<file path="src/rtl/imm_gen_pipe.sv">
// RISC-V immediate extractor for decode: 1-cycle latency, full throughput.
// Backpressure absorbed by the output register plus one skid entry; in_ready depends on state only.
module imm_gen_pipe #(
  parameter int XLEN  = 64,
  parameter int TAG_W = 8,
  parameter int SRC_W = 3
) (
  input  logic             clk,
  input  logic             rst_n,
  input  logic             in_valid,
  output logic             in_ready,
  input  logic [31:0]      in_instr,
  input  logic [SRC_W-1:0] in_imm_src,
  input  logic [TAG_W-1:0] in_tag,
  output logic             out_valid,
  input  logic             out_ready,
  output logic [XLEN-1:0]  out_imm,
  output logic [TAG_W-1:0] out_tag,
  output logic             out_illegal
);

  if (XLEN != 32 && XLEN != 64) begin : g_xlen_chk
    $error("imm_gen_pipe: XLEN must be 32 or 64");
  end

  localparam logic [SRC_W-1:0] SEL_I  = SRC_W'(0);
  localparam logic [SRC_W-1:0] SEL_S  = SRC_W'(1);
  localparam logic [SRC_W-1:0] SEL_B  = SRC_W'(2);
  localparam logic [SRC_W-1:0] SEL_U  = SRC_W'(3);
  localparam logic [SRC_W-1:0] SEL_J  = SRC_W'(4);
  localparam logic [SRC_W-1:0] SEL_Z  = SRC_W'(5);
  localparam logic [SRC_W-1:0] SEL_SH = SRC_W'(6);

  typedef enum logic [1:0] {ST_EMPTY, ST_ONE, ST_FULL} state_t;

  state_t            r_state;
  state_t            w_next;
  logic              w_acc;
  logic              w_drain;
  logic              w_load_out_new;
  logic              w_load_out_skid;
  logic              w_load_skid;
  logic [31:0]       w_imm32;
  logic              w_ill;
  logic [XLEN-1:0]   w_imm;
  logic [XLEN-1:0]   r_out_imm;
  logic [TAG_W-1:0]  r_out_tag;
  logic              r_out_ill;
  logic [XLEN-1:0]   r_skid_imm;
  logic [TAG_W-1:0]  r_skid_tag;
  logic              r_skid_ill;

  // Every format fits in 32 bits with its sign in bit 31; zero-extended ones keep bit 31 clear.
  always_comb begin
    w_imm32 = '0;
    w_ill   = 1'b0;
    case (in_imm_src)
      SEL_I:  w_imm32 = {{20{in_instr[31]}}, in_instr[31:20]};
      SEL_S:  w_imm32 = {{20{in_instr[31]}}, in_instr[31:25], in_instr[11:7]};
      SEL_B:  w_imm32 = {{19{in_instr[31]}}, in_instr[31], in_instr[7], in_instr[30:25],
                         in_instr[11:8], 1'b0};
      SEL_U:  w_imm32 = {in_instr[31:12], 12'b0};
      SEL_J:  w_imm32 = {{11{in_instr[31]}}, in_instr[31], in_instr[19:12], in_instr[20],
                         in_instr[30:21], 1'b0};
      SEL_Z:  w_imm32 = {27'b0, in_instr[19:15]};
      SEL_SH: begin
        if (XLEN == 64) begin
          w_imm32 = {26'b0, in_instr[25:20]};
        end else begin
          w_imm32 = {27'b0, in_instr[24:20]};
          w_ill   = in_instr[25];
        end
      end
      default: w_ill = 1'b1;
    endcase
  end

  assign w_imm = XLEN'($signed(w_imm32));

  always_ff @(posedge clk or negedge rst_n) begin
    if (!rst_n) begin
      r_state <= ST_EMPTY;
    end else begin
      r_state <= w_next;
    end
  end

  always_comb begin
    w_next = r_state;
    case (r_state)
      ST_EMPTY: if (w_acc) w_next = ST_ONE;
      ST_ONE: begin
        if (w_acc && !w_drain)      w_next = ST_FULL;
        else if (!w_acc && w_drain) w_next = ST_EMPTY;
      end
      ST_FULL:  if (w_drain) w_next = ST_ONE;
      default:  w_next = ST_EMPTY;
    endcase
  end

  always_comb begin
    in_ready        = (r_state != ST_FULL);
    out_valid       = (r_state != ST_EMPTY);
    w_acc           = in_valid && in_ready;
    w_drain         = out_valid && out_ready;
    w_load_out_new  = w_acc && ((r_state == ST_EMPTY) || (r_state == ST_ONE && w_drain));
    w_load_skid     = w_acc && (r_state == ST_ONE) && !w_drain;
    w_load_out_skid = (r_state == ST_FULL) && w_drain;
  end

  always_ff @(posedge clk or negedge rst_n) begin
    if (!rst_n) begin
      r_out_imm  <= '0;
      r_out_tag  <= '0;
      r_out_ill  <= 1'b0;
      r_skid_imm <= '0;
      r_skid_tag <= '0;
      r_skid_ill <= 1'b0;
    end else begin
      if (w_load_out_new) begin
        r_out_imm <= w_imm;
        r_out_tag <= in_tag;
        r_out_ill <= w_ill;
      end else if (w_load_out_skid) begin
        r_out_imm <= r_skid_imm;
        r_out_tag <= r_skid_tag;
        r_out_ill <= r_skid_ill;
      end
      if (w_load_skid) begin
        r_skid_imm <= w_imm;
        r_skid_tag <= in_tag;
        r_skid_ill <= w_ill;
      end
    end
  end

  assign out_imm     = r_out_imm;
  assign out_tag     = r_out_tag;
  assign out_illegal = r_out_ill;

endmodule

</file>
<file path="config.mk">
export PLATFORM = sky130hd
export DESIGN_NAME = imm_gen_pipe
export DESIGN_NICKNAME = d
export VERILOG_FILES = /design/src/rtl/imm_gen_pipe.sv
export SDC_FILE = /design/constraint.sdc
export NUM_CORES = 1
export LEC_CHECK = 0
export BUFFER_PORTS_ARGS = -buffer_cell sky130_fd_sc_hd__buf_2
export CORE_MARGIN = 2
export CORE_UTILIZATION = 50
export DETAILED_ROUTE_END_ITERATION = 16
export GPL_ROUTABILITY_DRIVEN = 0
export PLACE_DENSITY = 0.77
export SETUP_SLACK_MARGIN = 0.15
export SYNTH_ARGS = -nofsm -noshare
export SYNTH_HDL_FRONTEND = slang
export SYNTH_SLANG_ARGS = --single-unit
</file>
<file path="constraint.sdc">
create_clock -name clk -period 1.8 [get_ports clk]
set_input_delay 0.27 -clock clk [delete_from_list [all_inputs] [get_ports clk]]
set_output_delay 0.27 -clock clk [all_outputs]
set_load 0.01 [all_outputs]
</file>
==> results <==
- The total DRC errors in the routed layout is 0.
- The vertical die dimension is 96.2 um.
- Of the total power, combinational logic draws 0.422.
- Across the run, the number of max-cap violations was 0.
- The layout has between 700 and 800 filler cells.
- For this run, the register share of the synthesized area comes to 0.494.
- The highest attainable clock frequency is ~650 MHz.
- TritonCTS built the clock tree.
- The count of cell types in the netlist is 48.
- For the pin with the worst max-slew slack, the measured transition is 0.548 ns.
- The number of buffers inserted for hold repair after clock tree synthesis is 1.
- The switching power as a share of total power is 0.385.
- The average detailed-routed wire length per instance is ~16 um.
- The critical path in this run is classified as reg2out.
- Sorting the synthesized cells by area gives the leading types as sky130_fd_sc_hd__dfrtp_1, sky130_fd_sc_hd__nand2_1, sky130_fd_sc_hd__a21oi_1, sky130_fd_sc_hd__buf_4, sky130_fd_sc_hd__a211oi_1.
- The overflow left after global routing is 0.
- The flop and latch count out of synthesis is 84.
- The run finished with clean final reports.
- The initial antenna violation count is 0.
- For the finished layout, the period the worst path requires is 1.55 ns.
- Of the total power, registers draw 0.405.
- For this run, the number of Yosys warnings is 0.
- The number of nets handed over by synthesis was a little over 500.
- The die area is 9260 um^2.
- The number of global-route vias before repair is about 3,300.
- The endpoint class of the critical path is an output port.
- The most common cell after layout, fill and taps aside is sky130_fd_sc_hd__buf_2.
- The synthesized netlist occupies a cell area of 4250 um^2.
- The initial utilization of the core area, before any placement, comes to 0.517.
- The library cell with the largest summed area after synthesis is sky130_fd_sc_hd__dfrtp_1.
- After clock tree synthesis, the setup repair step added 0 buffers.
- The clock passes through at most 2 buffers.
- The number of iterations in the first detailed-routing pass is 5.
- Across all layers, the routed design uses approximately 3,600 vias.
- Of the post-synthesis cell area, the dominant cell type holds 0.494.
- The count of nets left with antenna violations once routing finished came out at 0.
- The starting DRC count in detailed routing is 190.
- In this run the power spent charging and discharging nets is 0.00306 W.
- The worst hold-check path type is in2reg.
- Between clock sinks in the finished design, the worst skew comes to around 0.011 ns.
- The number of rows in the core area is 33.
- The dominant synthesized flop cell is sky130_fd_sc_hd__dfrtp_1.
- Input and output buffers added on the ports amount to ~110.
- The clock network fraction of total power is 0.173.
- The clock root buffer is sky130_fd_sc_hd__clkbuf_8.
- In this run the worst path has a maximum fanout of 7.
- Including well taps, the total number of placed cells is between 600 and 700.
- Setup violations remaining at the end of the flow were counted as 0.
- The number of clock buffers added by TritonCTS is 9.
- Summed over all cells, the static leakage comes to between 2 and 2.5 nW.
- Across every metal layer, demand over resource in global routing totals 0.230.
- The number of max-slew violations in the final report came to 0.
- The clock latency of the later-clocked register in the worst-skew pair is 0.36 ns.
- The async set or reset register ratio after synthesis is 1.00.
- The final hold violation count came to 0.
- The cell count after synthesis is between 400 and 500.
- STA classifies the critical path startpoint as a flop.
- The chip width is approximately 96 um.
- The maximum level of the CTS H-tree is 3.
- CTS saw 84 sinks.
- The worst setup slack for register-to-register paths is 0.29 ns.
- The via-per-instance ratio is around 5.6.
- The area of the core is around 8200 um^2.
- The antenna diode count is 0.
- Data arrives at the worst endpoint at 1.28 ns.
- VDD sags by at most ~0.68 mV.
- The wire length of the first global-routing pass is between 15 and 20 mm.
- The clock transition time at the flip-flop clock pins of the worst setup and hold paths is 0.09 ns.
- The headroom to the max-slew limit is 0.634.
- For this design the top-level I/O count stands at 122.
- The aggregate negative setup slack is 0 ns.
- The synthesized area divided by synthesized cell count is around 9.3 um^2.
- Detailed placement ended at an HPWL of ~6.9 mm.
- In the final layout, the share of cells above drive strength 1 is 0.292.
- The worst hold slack is between 0.1 and 0.15 ns.
- The endpoint required time on the critical path is approximately 1.5 ns.
- The final instance count without filler cells is about 640.
- Entering global routing, the biggest net connects 75 pins.
- The number of enable flip-flop cells after synthesis is 0.
- The post-route fraction of the period consumed by the critical path is 0.859.
- The net count reported at finish is between 500 and 600.
- The total power of the final layout is 0.00795 W.
- In the layout the commonest cells are sky130_fd_sc_hd__buf_2, sky130_fd_sc_hd__dfrtp_1, sky130_fd_sc_hd__nand2_1.
- The internal power contribution is roughly 0.0049 W.
- The detailed-route wire length is between 10 and 15 mm.
- Setup repair after global routing left no endpoint under its margin.
- The count of instances resized after the clock tree is built is 0.
- Dividing total power by cell area gives a power density of approximately 1600 nW/um^2.
- The area added between synthesis and finish is 15.9%.
[area by class of cell]
cell class	count	area, um^2	area share
Multi-Input combinational cell	307	1740	0.353
Timing Repair Buffer	128	743	0.151
Tap cell	105	131	0.0267
Sequential cell	84	2100	0.427
Inverter	3	11.3	0.00229
Clock buffer	10	138	0.0279
Clock inverter	6	63.8	0.0130
[final timing paths]
kind                                                 from                         to  cells after the start
worst max-delay path               r_state[1]$_DFFE_PN0P_                  out_valid                      2
worst min-delay path                            in_tag[6]  r_skid_tag[6]$_DFFE_PN0P_                      3
worst max register to register     r_state[0]$_DFFE_PN0P_    out_imm[27]$_DFFE_PN0P_                      5
worst min register to register  r_skid_tag[1]$_DFFE_PN0P_  r_skid_tag[1]$_DFFE_PN0P_                      2
max in group asynchronous                           rst_n    out_imm[28]$_DFFE_PN0P_                      3
min in group asynchronous                           rst_n     out_tag[3]$_DFFE_PN0P_                      2
[power by group through the flow]
stage | logic (W) | registers, W | clock network, W
floorplan | 0.00225 | 0.00346 | 0
global placement | 0.00330 | 0.00319 | 0
detailed placement | 0.00337 | 0.00325 | 0
CTS | 0.00339 | 0.00322 | 0.00138
global route | 0.00382 | 0.00333 | 0.00147
finish | 0.00335 | 0.00322 | 0.00138
[critical path, stage by stage (launching register included)]
cell	delay (ns)
sky130_fd_sc_hd__dfrtp_1	0.45
sky130_fd_sc_hd__or2_2	0.33
sky130_fd_sc_hd__buf_2	0.14
[state kept, by name, indices dropped and copies added (netlist names)]
name and flops:
out_illegal 1, out_imm 32, out_tag 8, r_skid_ill 1
r_skid_imm 32, r_skid_tag 8, r_state 2
[layer usage]
metal  GRT usage  vias up  routed length (um)
li1            -     1716                   -
met1       0.314     1708                4510
met2       0.364      144                4640
met5           0        -                   0
met4      0.0714        0                 131
met3      0.0532       12                 771
[metrics by stage]
| step | util | setup WS [ns] | instance area [um^2] |
|---|---|---|---|
| 2_1_floorplan | - | 0.344 | 4250 |
| 3_3_place_gp | 0.574 | 0.258 | 4720 |
| 3_5_place_dp | 0.574 | 0.240 | 4720 |
| 4_1_cts | 0.600 | 0.242 | 4930 |
| 5_1_grt | 0.600 | 0.159 | 4930 |
| 6_report | 0.600 | 0.253 | 4930 |
[cell families after synthesis]
group,after synthesis,synth area share
AO/OA/AOI/OAI,152,0.223
XOR/XNOR,1,0.00206
adder cells (fa/ha/maj),1,0.00294
buffers and inverters,68,0.0986
flip-flops,84,0.494
multiplexers,2,0.00500
AND/OR/NAND/NOR,151,0.174
[cells in the mapped netlist (all sizes together) (4+ instances only)]
cell type / count
nand2b: 4
and2: 32
o21ai: 36
clkbuf: 9
buf: 56
nand3: 8
nor2: 11
nand2: 82
a22oi: 6
nor2b: 5
o22a: 7
dfrtp: 84
a21oi: 55
a211oi: 30
No activity file was read; power rests on OpenSTA's default activity.
